<file path="src/rtl/ro_freq_counter_pkg.sv">
// Shared constants for the ring-oscillator frequency counter: FSM state
// encoding, default build parameters and the result saturation value.
package ro_freq_counter_pkg;

  // Default build parameters (1 ms window at 100 MHz, 16-bit edge counter).
  localparam int unsigned DEF_GATE_CYCLES = 100000;
  localparam int unsigned DEF_SHIFT       = 0;
  localparam int unsigned DEF_CNT_W       = 16;
  localparam int unsigned DEF_SYNC_STAGES = 2;

  // Value reported when the scaled edge count does not fit in one byte.
  localparam logic [7:0] SAT_BYTE = 8'hFF;

  // Measurement FSM encoding.
  localparam logic [0:0] ST_IDLE  = 1'b0;
  localparam logic [0:0] ST_COUNT = 1'b1;

endpackage

</file>
<file path="src/rtl/sync_edge_det.sv">
// Synchronizer chain for an asynchronous input followed by a single-cycle
// rising-edge pulse generator on the synchronized level.
module sync_edge_det
  import ro_freq_counter_pkg::*;
#(
  parameter int unsigned SYNC_STAGES = DEF_SYNC_STAGES
) (
  input  logic clk,
  input  logic rst,
  input  logic async_in,
  output logic rise
);

  logic [SYNC_STAGES-1:0] sync_q;
  logic                   last_q;
  logic [SYNC_STAGES:0]   chain_next;

  // Next value of the chain: every stage takes its neighbour, stage 0 the pin.
  always_comb begin
    chain_next = {sync_q, async_in};
  end

  // Shift the input through the chain and remember the last stage's old value.
  // NOTE: all clocked state uses non-blocking assignments so every flop
  // samples the pre-edge values, independent of statement order.
  always_ff @(posedge clk or posedge rst) begin
    if (rst) begin
      sync_q <= '0;
      last_q <= 1'b0;
    end else begin
      sync_q <= chain_next[SYNC_STAGES-1:0];
      last_q <= sync_q[SYNC_STAGES-1];
    end
  end

  // Rising edge: synchronized level is high now and was low one cycle ago.
  always_comb begin
    rise = sync_q[SYNC_STAGES-1] & ~last_q;
  end

endmodule

</file>
<file path="src/rtl/ro_freq_counter.sv">
// Ring-oscillator frequency counter: counts rising edges of ro_in over
// back-to-back gate windows of GATE_CYCLES clocks and hands one scaled,
// saturated result byte per window to a ready/valid byte consumer.
module ro_freq_counter
  import ro_freq_counter_pkg::*;
#(
  parameter int unsigned GATE_CYCLES = DEF_GATE_CYCLES,
  parameter int unsigned SHIFT       = DEF_SHIFT,
  parameter int unsigned CNT_W       = DEF_CNT_W,
  parameter int unsigned SYNC_STAGES = DEF_SYNC_STAGES
) (
  input  logic       clk,
  input  logic       rst,
  input  logic       en,
  input  logic       ro_in,
  input  logic       preset_en,
  input  logic [7:0] preset_val,
  input  logic       tx_ready,
  output logic [7:0] data,
  output logic       data_valid,
  output logic       overrun
);

  localparam int unsigned        GATE_W    = (GATE_CYCLES > 1) ? $clog2(GATE_CYCLES) : 1;
  localparam logic [GATE_W-1:0]  GATE_LAST = GATE_W'(GATE_CYCLES - 1);
  localparam logic [CNT_W-1:0]   CNT_MAX   = '1;

  logic [0:0]        state_q;
  logic [GATE_W-1:0] gate_q;
  logic [CNT_W-1:0]  edge_cnt_q;

  logic              ro_rise;
  logic              terminal;
  logic              transfer;
  logic [CNT_W-1:0]  cnt_next;
  logic [CNT_W+7:0]  cnt_shifted;
  logic [7:0]        result;

  sync_edge_det #(
    .SYNC_STAGES (SYNC_STAGES)
  ) u_sync_edge_det (
    .clk      (clk),
    .rst      (rst),
    .async_in (ro_in),
    .rise     (ro_rise)
  );

  // Window bookkeeping and result formatting: saturating edge count including
  // the current cycle's edge, then scale and clamp to one byte.
  // NOTE: every always_comb output gets a value on every path (defaults up
  // front) so no latch can be inferred.
  always_comb begin
    terminal    = 1'b0;
    cnt_next    = edge_cnt_q;
    cnt_shifted = '0;
    result      = 8'h00;

    terminal = (state_q == ST_COUNT) && en && (gate_q == GATE_LAST);
    if (ro_rise && (edge_cnt_q != CNT_MAX)) begin
      cnt_next = edge_cnt_q + 1'b1;
    end
    cnt_shifted = {8'h00, cnt_next} >> SHIFT;
    if (preset_en) begin
      result = preset_val;
    end else if (|cnt_shifted[CNT_W+7:8]) begin
      result = SAT_BYTE;
    end else begin
      result = cnt_shifted[7:0];
    end
    transfer = data_valid && tx_ready;
  end

  // Measurement FSM with gate and edge counters; windows run back to back and
  // dropping en discards the partial window.
  always_ff @(posedge clk or posedge rst) begin
    if (rst) begin
      state_q    <= ST_IDLE;
      gate_q     <= '0;
      edge_cnt_q <= '0;
    end else begin
      case (state_q)
        ST_IDLE: begin
          gate_q     <= '0;
          edge_cnt_q <= '0;
          if (en) begin
            state_q <= ST_COUNT;
          end
        end
        ST_COUNT: begin
          if (!en) begin
            state_q    <= ST_IDLE;
            gate_q     <= '0;
            edge_cnt_q <= '0;
          end else if (gate_q == GATE_LAST) begin
            gate_q     <= '0;
            edge_cnt_q <= '0;
          end else begin
            gate_q     <= gate_q + 1'b1;
            edge_cnt_q <= cnt_next;
          end
        end
        default: begin
          state_q    <= ST_IDLE;
          gate_q     <= '0;
          edge_cnt_q <= '0;
        end
      endcase
    end
  end

  // Output holding register: load a finished result when the slot is free or
  // being emptied this cycle, otherwise drop it and flag the loss.
  always_ff @(posedge clk or posedge rst) begin
    if (rst) begin
      data       <= 8'h00;
      data_valid <= 1'b0;
      overrun    <= 1'b0;
    end else begin
      if (terminal) begin
        if (!data_valid || transfer) begin
          data       <= result;
          data_valid <= 1'b1;
        end else begin
          overrun <= 1'b1;
        end
      end else if (transfer) begin
        data_valid <= 1'b0;
      end
    end
  end

endmodule

</file>
<file path="config.mk">
export PLATFORM = sky130hd
export DESIGN_NAME = ro_freq_counter
export DESIGN_NICKNAME = d
export VERILOG_FILES = /design/src/rtl/ro_freq_counter_pkg.sv /design/src/rtl/sync_edge_det.sv /design/src/rtl/ro_freq_counter.sv
export SDC_FILE = /design/constraint.sdc
export NUM_CORES = 1
export LEC_CHECK = 0
export ABC_AREA = 1
export ABC_CLOCK_PERIOD_IN_PS = 5100
export BUFFER_PORTS_ARGS = -buffer_cell sky130_fd_sc_hd__buf_4
export CAP_MARGIN = 10
export CORE_AREA = 3 3 81 83
export DETAILED_ROUTE_END_ITERATION = 8
export DIE_AREA = 0 0 84 86
export PLACE_DENSITY = 0.6
export SYNTH_ARGS = -nofsm -noshare
export SYNTH_HDL_FRONTEND = slang
export SYNTH_SLANG_ARGS = --single-unit
export TNS_END_PERCENT = 30
</file>
<file path="constraint.sdc">
create_clock -name clk -period 5.1 [get_ports clk]
set_input_delay 0.51 -clock clk [delete_from_list [all_inputs] [get_ports clk]]
set_output_delay 0.51 -clock clk [all_outputs]
set_load 0.02 [all_outputs]
</file>
==> results.md <==
- Status: complete, no violations
- Final setup viols: 0
- Post-synthesis cell area: 2650 um^2
- Core box area: 5920 um^2
- Reg2reg setup slack: 2.63 ns
- Commonest non-fill, non-tap cell in the layout: nand2_1
- Net load switching power: 151 uW
- TNS Setup: 0 ns
- Detailed Route Iter0 Violations: 97
- Final core utilization: 0.503
- Met3 GRT Util: 0.0336
- R2R Path End: gate_q[2]
- Boundary Pins: 24
- Actual slew at the worst max-slew pin: 0.996 ns
- Fin. Hold Viols: 0
- Post-Syn Instances: 357
- Initial core utilization: 0.448
- Met2 GRT Util: 0.283
- RePlAce Congestion: 0.852
- Crit Path Category: flop to flop
- Crit path to: gate_q[2]
- Port buffer count: 23
- Area taken by multi-input logic gates: 1240 um^2
- Vias post-DR: 2197
- Worst EP required: 5.29 ns
- Post CTS Setup Buffer Count: 0
- FP Rows: 28
- Layout cells sized above 1: 0.165
- Pint: 483 uW
- CTS Buf Count: 5
- Final ANT Viol Nets: 0
- Sequential Power Share: 0.594
- RSZ-0062 raised after global routing: no
- Die W: 84 um
- Worst Hold Class: primary input to flop
- Post-route cell area: 2980 um^2
- Most frequent cells in the layout: nand2_1, inv_1, nor2_1, dfrtp_1, nand3_1
- Gate power share: 0.054
- Reg2Reg Depth: 8
- WL per Instance: 11.7 um
- PwrDens: 213 nW/um^2
- Clk_lat worst skew: 0.30 ns
- Sequential cell area: 1180 um^2
- Finished Layout Cells: 457
- Min Tclk post-route: 2.47 ns
- H-tree depth: 2
- Post-synthesis register bit count: 47
- Sink Count: 47
- Final net count: 397
- CP arrival: 2.66 ns
- Period utilization: 0.485
- Post-DR vias/cell: 4.81
- Clock power share: 0.352
- Max Cap Violations: 0
- Syn Nets: 373
- Clock Pin Slew Worst Setup and Hold Paths: 0.08 ns
- Worst Setup End Kind: flop
- TritonCTS clock tree: done
- Largest net degree at the start of global routing: 48
- Seq/Total Area, Yosys: 0.443
- Global route overflow: 0
- DIE HEIGHT: 86 um
- Clock root buffer: clkbuf_8
- Grt met1 use: 0.203
- Mean area per synthesized cell: 7.43 um^2
- Max Slew Vio Count: 0
- YS warnings: 0
- Post-synthesis cell type count: 33
- DRT Pass-1 Iters: 4
- Max Freq: 404 MHz
- Worst R2R Start: gate_q[0]
- First-pass GRT wire length: 9.56 mm
- Switch share: 0.238
- DRC: 0
- Longest Clk Path Bufs: 2
- Inst Count DP: 449
- Post-DP HPWL: 3.93 mm
- Leakage Power: 1.42 nW
- DRT Wirelength: 5.37 mm
- Crit. Startpoint: gate_q[0]
- Post-CTS sizing: 0
- Dpl cell area: 2890 um^2
- Die ar.: 7220 um^2
- Worst VDD drop: 0.155 mV
- Layout Skew: 0.00607 ns
- Layout area overhead: 12.1%
- Initial antenna violation count: 0
- Worst-path fanout max: 23
- Tot GR Track Use: 0.163
- Final-layout fill cell count: 598
- # diodes: 0
- Post-CTS Hold Buffers: 0
- Critical Path Start Type: flop
- Slew margin rel.: 0.335
- Number of global-route vias before repair: 2176
- Gr busiest metal: met2
[layout make-up]
cell class,count,area share
Timing Repair Buffer,23,0.0580
Sequential cell,47,0.395
Clock inverter,2,0.00421
Inverter,55,0.0698
Clock buffer,6,0.0244
Tap cell,75,0.0315
Multi-Input combinational cell,249,0.417
[metal layers]
metal	wire length, um	up-vias
met5	0	-
met3	168	7
met4	74	0
met2	2650	28
met1	2480	1008
li1	-	1154
[cell families after synthesis]
group | share of synthesized area
compound gates | 0.0712
xor+xnor | 0.0198
fa+ha+maj | 0.00943
buf+inv | 0.0896
flops | 0.443
simple gates | 0.367
[worst min-delay path by stage]
stage | endpoint | startpoint | depth (start not counted) | slack (ns)
after detailed placement | u_sync_edge_det.sync_q[1] | u_sync_edge_det.sync_q[0] | 0 | 0.34
after floorplan | u_sync_edge_det.sync_q[1] | u_sync_edge_det.sync_q[0] | 0 | 0.33
after global routing | u_sync_edge_det.sync_q[0] | ro_in | 1 | 0.30
after global placement | u_sync_edge_det.sync_q[1] | u_sync_edge_det.sync_q[0] | 0 | 0.34
after CTS | u_sync_edge_det.sync_q[0] | ro_in | 1 | 0.30
final | u_sync_edge_det.sync_q[0] | ro_in | 1 | 0.31
[critical path: stages (launching register included)]
cell and delay, ns:
dfrtp_1 0.38, ha_1 0.20, nand3_1 0.14, nor2_2 0.15, nand4_1 0.14, nand2_1 0.62, clkinv_1 0.48, o21ai_0 0.18
a21oi_1 0.06
[synth_stat cells, drive strengths merged]
library cell,count,area [um^2]
a21oi,19,98.9
clkinv,2,8.75
or2,1,6.26
nor4,1,6.26
dfrtp,47,1180
a21o,1,7.51
o21bai,2,15.0
nand3b,1,7.51
buf,4,18.8
nand3,29,168
ha,2,25.0
nand4,4,25.0
inv,53,199
clkbuf,2,11.3
a211oi,1,7.51
o21ai,12,60.1
nand2,98,390
xor2,6,52.6
nor3,7,35.0
nor3b,1,7.51
nor2,64,328
[stage by stage]
| stage | hold slack, ns | total power [mW] | worst slack (ns) |
|---|---|---|---|
| finish | 0.312 | 0.634 | 2.63 |
| global route | 0.300 | 0.660 | 2.29 |
| CTS | 0.302 | 0.644 | 2.57 |
| detailed placement | 0.340 | 0.419 | 2.61 |
| global placement | 0.338 | 0.419 | 2.65 |
| floorplan | 0.331 | 0.406 | 3.44 |
[sequential cells by signal (all words and copies together) (netlist names)]
register	count
overrun	1
data	8
data_valid	1
gate_q	17
u_sync_edge_det.last_q	1
edge_cnt_q	16
state_q	1
u_sync_edge_det.sync_q	2
[power by group through the flow]
stage | sequential (mW) | clock, mW | combinational (mW)
6_report | 0.376 | 0.223 | 0.0343
3_5_place_dp | 0.384 | 0 | 0.0355
2_1_floorplan | 0.384 | 0 | 0.0227
4_1_cts | 0.376 | 0.232 | 0.0358
5_1_grt | 0.377 | 0.242 | 0.0404
3_3_place_gp | 0.384 | 0 | 0.0354
Note: power is estimated with default switching activity, not from simulation.
